==> src/rtl/gate_bist_ctrl.sv <==
// LFSR/MISR self-test sequencer for combinational gate models.
// One start/done handshake applies N pseudo-random patterns and checks the compacted signature.
//
// state   | meaning
// IDLE    | waiting for start; dut_in holds the last pattern
// LOAD    | seed the LFSR and arm the settle timer
// APPLY   | pattern held on dut_in while the settle timer counts down
// CAPTURE | fold dut_out into the MISR and step the LFSR
// FINISH  | one-cycle done pulse; pass is resolved
module gate_bist_ctrl #(
  parameter int             IN_W     = 14,
  parameter int             OUT_W    = 10,
  parameter int             CNT_W    = 16,
  parameter int             SETTLE   = 1,
  parameter logic [IN_W-1:0]  IN_POLY  = 14'h002B,
  parameter logic [OUT_W-1:0] OUT_POLY = 10'h081
) (
  input  logic             clk,
  input  logic             rst_n,
  input  logic             start,
  input  logic             abort,
  input  logic [CNT_W-1:0] num_patterns,
  input  logic [IN_W-1:0]  seed,
  input  logic [OUT_W-1:0] expected_sig,
  output logic [IN_W-1:0]  dut_in,
  input  logic [OUT_W-1:0] dut_out,
  output logic             busy,
  output logic             done,
  output logic             pass,
  output logic [OUT_W-1:0] signature,
  output logic [CNT_W-1:0] pattern_cnt
);

  localparam int SW = (SETTLE > 1) ? $clog2(SETTLE) : 1;

  typedef enum logic [2:0] {IDLE, LOAD, APPLY, CAPTURE, FINISH} state_t;

  state_t           state, state_nxt;
  logic [IN_W-1:0]  lfsr, lfsr_nxt, seed_q;
  logic [OUT_W-1:0] misr, misr_nxt, exp_q;
  logic [CNT_W-1:0] cnt, cnt_inc, num_q;
  logic [SW-1:0]    settle_cnt;
  logic             pass_q;
  logic             accept, settle_tc, last_pat;

  assign accept    = (state == IDLE) && start;
  assign settle_tc = (settle_cnt == '0);
  assign cnt_inc   = cnt + CNT_W'(1);
  assign last_pat  = (cnt_inc == num_q);

  assign lfsr_nxt = {lfsr[IN_W-2:0], 1'b0} ^ (lfsr[IN_W-1] ? IN_POLY : '0);
  assign misr_nxt = {misr[OUT_W-2:0], 1'b0} ^ (misr[OUT_W-1] ? OUT_POLY : '0) ^ dut_out;

  always_ff @(posedge clk or negedge rst_n) begin
    if (!rst_n) state <= IDLE;
    else        state <= state_nxt;
  end

  always_comb begin
    state_nxt = state;
    case (state)
      IDLE:    if (start) state_nxt = LOAD;
      LOAD: begin
        if (abort)               state_nxt = IDLE;
        else if (num_q == '0)    state_nxt = FINISH;
        else                     state_nxt = APPLY;
      end
      APPLY: begin
        if (abort)               state_nxt = IDLE;
        else if (settle_tc)      state_nxt = CAPTURE;
      end
      CAPTURE: begin
        if (abort)               state_nxt = IDLE;
        else if (last_pat)       state_nxt = FINISH;
        else                     state_nxt = APPLY;
      end
      FINISH:  state_nxt = IDLE;
      default: state_nxt = IDLE;
    endcase
  end

  always_comb begin
    busy = (state != IDLE);
    done = (state == FINISH);
  end

  // Run parameters are captured at accept so the inputs may change during the run.
  always_ff @(posedge clk or negedge rst_n) begin
    if (!rst_n) begin
      lfsr       <= '0;
      misr       <= '0;
      cnt        <= '0;
      num_q      <= '0;
      seed_q     <= '0;
      exp_q      <= '0;
      settle_cnt <= '0;
      pass_q     <= 1'b0;
    end else begin
      if (accept) begin
        seed_q <= seed;
        num_q  <= num_patterns;
        exp_q  <= expected_sig;
        misr   <= '0;
        cnt    <= '0;
        pass_q <= 1'b0;
      end
      case (state)
        LOAD: begin
          if (abort) begin
            pass_q <= 1'b0;
          end else begin
            lfsr       <= (seed_q == '0) ? '1 : seed_q;
            settle_cnt <= SW'(SETTLE - 1);
          end
        end
        APPLY: begin
          if (abort)           pass_q     <= 1'b0;
          else if (!settle_tc) settle_cnt <= settle_cnt - SW'(1);
        end
        CAPTURE: begin
          if (abort) begin
            pass_q <= 1'b0;
          end else begin
            misr       <= misr_nxt;
            lfsr       <= lfsr_nxt;
            cnt        <= cnt_inc;
            settle_cnt <= SW'(SETTLE - 1);
          end
        end
        FINISH:  pass_q <= (misr == exp_q);
        default: ;
      endcase
    end
  end

  assign dut_in      = lfsr;
  assign signature   = misr;
  assign pattern_cnt = cnt;
  assign pass        = pass_q;

endmodule

==> config.mk <==
export PLATFORM = sky130hd
export DESIGN_NAME = gate_bist_ctrl
export DESIGN_NICKNAME = d
export VERILOG_FILES = /design/src/rtl/gate_bist_ctrl.sv
export SDC_FILE = /design/constraint.sdc
export NUM_CORES = 1
export LEC_CHECK = 0
export CORE_MARGIN = 1.5
export CORE_UTILIZATION = 52
export CTS_BUF_LIST = sky130_fd_sc_hd__clkbuf_4
export CTS_CLUSTER_DIAMETER = 60
export DETAILED_ROUTE_END_ITERATION = 6
export PLACE_DENSITY_LB_ADDON = 0.08
export SETUP_SLACK_MARGIN = 0.02
export SLEW_MARGIN = 20
export SYNTH_ARGS = -nofsm -noshare
export SYNTH_HDL_FRONTEND = slang
export SYNTH_SLANG_ARGS = --single-unit
==> constraint.sdc <==
create_clock -name clk -period 2.9 [get_ports clk]
set_clock_uncertainty 0.15 [all_clocks]
set_input_delay 0.435 -clock clk [delete_from_list [all_inputs] [get_ports clk]]
set_output_delay 0.435 -clock clk [all_outputs]
set_load 0.05 [all_outputs]
==> summary.txt <==
Logic synthesis
  – Leading register cell type out of synthesis: dfrtp_1
  – Async set-reset flop share out of synthesis: 100%
  – Synth area leader: dfrtp_1
  – Cell variety after synth: 52
  – Synth top area share: 49.1%
  – Sequential share of the synthesized area: 49.1%
  – Ys Warns: 0
  – EDFF count, synth: 0
  – Yosys reg bits: 84
  – Mapped cell area: 4280 um^2
  – Synthesized instance count: 414
  – Syn nets: 469
  – Synth area leaders: dfrtp_1 (49%), mux2_2 (9.5%), xnor2_1 (5.9%)
  – Syn avg cell area: 10.3 um^2

Floorplan
  – Die area: 8780 um^2
  – CORE AREA: 7850 um^2
  – Initial core utilization: 54.5%
  – I/O pin cnt: 97
  – Chip width: 93.7 um
  – Die H: 93.7 um
  – Cell Rows: 32

Layout
  – Synthesis-to-layout area growth: 28.5%
  – Most common cell after layout, fill and taps aside: clkdlybuf4s50_1
  – Fill cells: 608
  – Cell Count, Final, Fillers Out: 615
  – Final core occ: 70.1%
  – Most frequent cells in the layout: clkdlybuf4s50_1 (95), dfrtp_1 (84), nand2_1 (48), o21ai_0 (42), mux2_2 (36)
  – Number of antenna diodes: 0
  – Nets: 563
  – Share of cells above drive strength 1: 14.4%
  – Final instance area: 5500 um^2

STA
  – RSZ-0062 raised after global routing: no
  – Post-route minimum period: 2.73 ns
  – Tightest Pin Transition: 0.754 ns
  – Pins Over Slew Limit: 0
  – Hold Vio Cnt, Final: 0
  – Setup slack after layout: 0.174 ns
  – Final setup violation count: 0
  – Setup TNS: 0 ns
  – Hold_ws: 0.359 ns
  – Fmax: 367 MHz
  – Fin crit share: 94.0%
  – Slew HR: 49.6%

Routing
  – Wire length per cell: 16.4 um
  – Via/cell ratio: 5.72
  – DR vias: 3515
  – Routed wire length: 10100 um
  – DR pass1 iterations: 5
  – Detail Route Antenna Nets: 0
  – DRC viols: 0
  – Initial drt markers: 151

CTS
  – Clock tree buffer depth: 2
  – H-tree Lvls: 3
  – Skew-Pair Late Insertion Delay: 0.44 ns
  – Setup bufs post-CTS: 0
  – Clk root buf: clkbuf_4
  – Worst-path clk slew: 0.14 ns
  – CTS tree: yes
  – Total CTS buffers: 9
  – Clk sinks: 84
  – CTS resizes: 0

Power and ir drop
  – Peak VDD IR: 0.000573 V
  – LEAKAGE: 2.17 nW
  – Clock share of power: 13.3%
  – Power Dens Cells: 983 nW/um^2
  – P_int: 3.04 mW
  – Flop pwr share: 40.0%
  – Sw frac: 43.9%
  – Final Power: 5.41 mW
  – P_sw: 2.37 mW
  – Combinational power share: 46.7%

Place
  – IO Port Bufs: 96
  – Dpl ws: 0.475 ns
  – Post-placement cell count: 598
  – Placement-stage cell area: 5340 um^2
  – Detailed placement HPWL: 7340 um
  – RD Place Congestion: 0.919

Setup path
  – Crit path launch type: flip-flop
  – Crit Path Max Fanout: 8
  – Slowest cell delay on critical path: 0.76 ns
  – Slowest-stage cell, CP: clkdlybuf4s50_1
  – Worst setup EP type: output port
  – Critical path buffer and inverter count: 1
  – Top Family by Delay on Critical Path: buffers and inverters
  – Critical Path RT: 2.32 ns
  – Worst Path Arrival: 2.14 ns
  – CP Class: flip-flop to output port
  – CP cell instances: or3_1, clkdlybuf4s50_1

Global routing
  – Initial antenna violation count: 0
  – GRT met1 Usage: 36.8%
  – Vias in the first global route: 3312
  – Pin count of the biggest net entering global routing: 53
  – M2 GR Usage: 36.6%
  – Aggregate global routing overflow: 0
  – GR peak layer: met1
  – First-pass GRT wire length: 16900 um
  – GR Util met3: 4.61%
  – GRT Total Usage: 24.9%

Run status
  – Outcome: finished, final reports clean

Hold path
  – Hold WC Path Type: flip-flop to flip-flop

Flow run
  – Max_cap viols: 0
## metal layers
layer  vias to the layer above  wire length [um]
met4                         0               168
met2                       144              4550
met5                         -                 0
met1                      1670              4690
met3                        18               658
li1                       1683                 -
## final timing paths
check                      cells past startpoint                      from  slack (ns)                         to
hold / removal                                 2            pass$_DFF_PN0_        0.36             pass$_DFF_PN0_
setup reg to reg                               7  pattern_cnt[0]$_DFF_PN0_        0.42       state[1]$_DFFE_PN0P_
hold reg to reg                                2            pass$_DFF_PN0_        0.36             pass$_DFF_PN0_
setup / recovery                               2      state[2]$_DFFE_PN0P_        0.17                       busy
max in group asynchronous                      3                     rst_n        1.57  pattern_cnt[10]$_DFF_PN0_
min in group asynchronous                      2                     rst_n        0.41      dut_in[8]$_DFFE_PN0P_
## cell type report
| type | instances | area, um^2 | area share [%] |
|---|---|---|---|
| clock inverter | 7 | 83.8 | 1.52 |
| inverter | 6 | 22.5 | 0.410 |
| sequential | 84 | 2100 | 38.2 |
| multi-input combinational | 303 | 2060 | 37.5 |
| tap | 102 | 128 | 2.32 |
| clock buffer | 9 | 67.6 | 1.23 |
| timing repair buffer | 104 | 1030 | 18.8 |
## timing repair
action | CTS | global route
endpoints found under the hold margin | 51 | 0
hold buffers | 1 | 0
setup endpoints to repair | 0 | 0
## flip-flops by register name, indices dropped and copies added, names as in the netlist
name	count
dut_in	14
exp_q	10
num_q	16
pass	1
pattern_cnt	16
seed_q	14
signature	10
state	3
## logic make-up (layout without fill, tap and decap cells)
kind of cell / count (synthesis) / count (layout) / share of synthesized area [%]
AOI/OAI and AO/OA: 91 / 91 / 12.3
xor gates and xnor gates: 45 / 45 / 9.21
adders and majority gates: 1 / 1 / 0.292
buffers and inverters: 27 / 126 / 2.84
DFF: 84 / 84 / 49.1
muxes: 38 / 38 / 10.0
and+or+nand+nor: 128 / 128 / 16.3
## Yosys cell counts, types with 2 or more instances
cell type / instances
a21oi_1: 3
a31oi_1: 3
a32o_1: 2
and3_1: 2
buf_2: 10
clkbuf_1: 9
dfrtp_1: 84
inv_1: 6
mux2_1: 2
mux2_2: 36
nand2_1: 48
nand3_1: 9
nand4_1: 8
nor2_1: 19
nor2_2: 3
nor2_4: 2
nor2b_1: 3
nor3_1: 4
nor4_1: 11
nor4_2: 3
o21ai_0: 42
o21ai_1: 13
o22ai_1: 16
o31ai_1: 4
or3_1: 2
xnor2_1: 29
xor2_1: 16
## worst min-delay path, delay by kind of cell (launching register included)
family	cells	cell delay [ns]
AOI/OAI and AO/OA	1	0.06
DFF	1	0.38
and+or+nand+nor	1	0.05
## power groups by stage
stage | Combinational [mW] | Sequential (mW) | Clock [mW]
6_report | 2.53 | 2.16 | 0.717
3_5_place_dp | 2.53 | 2.19 | 0
2_1_floorplan | 1.27 | 2.61 | 0
5_1_grt | 2.74 | 2.24 | 0.797
3_3_place_gp | 2.48 | 2.16 | 0
4_1_cts | 2.54 | 2.16 | 0.739
Note: power is estimated with default switching activity, not from simulation.
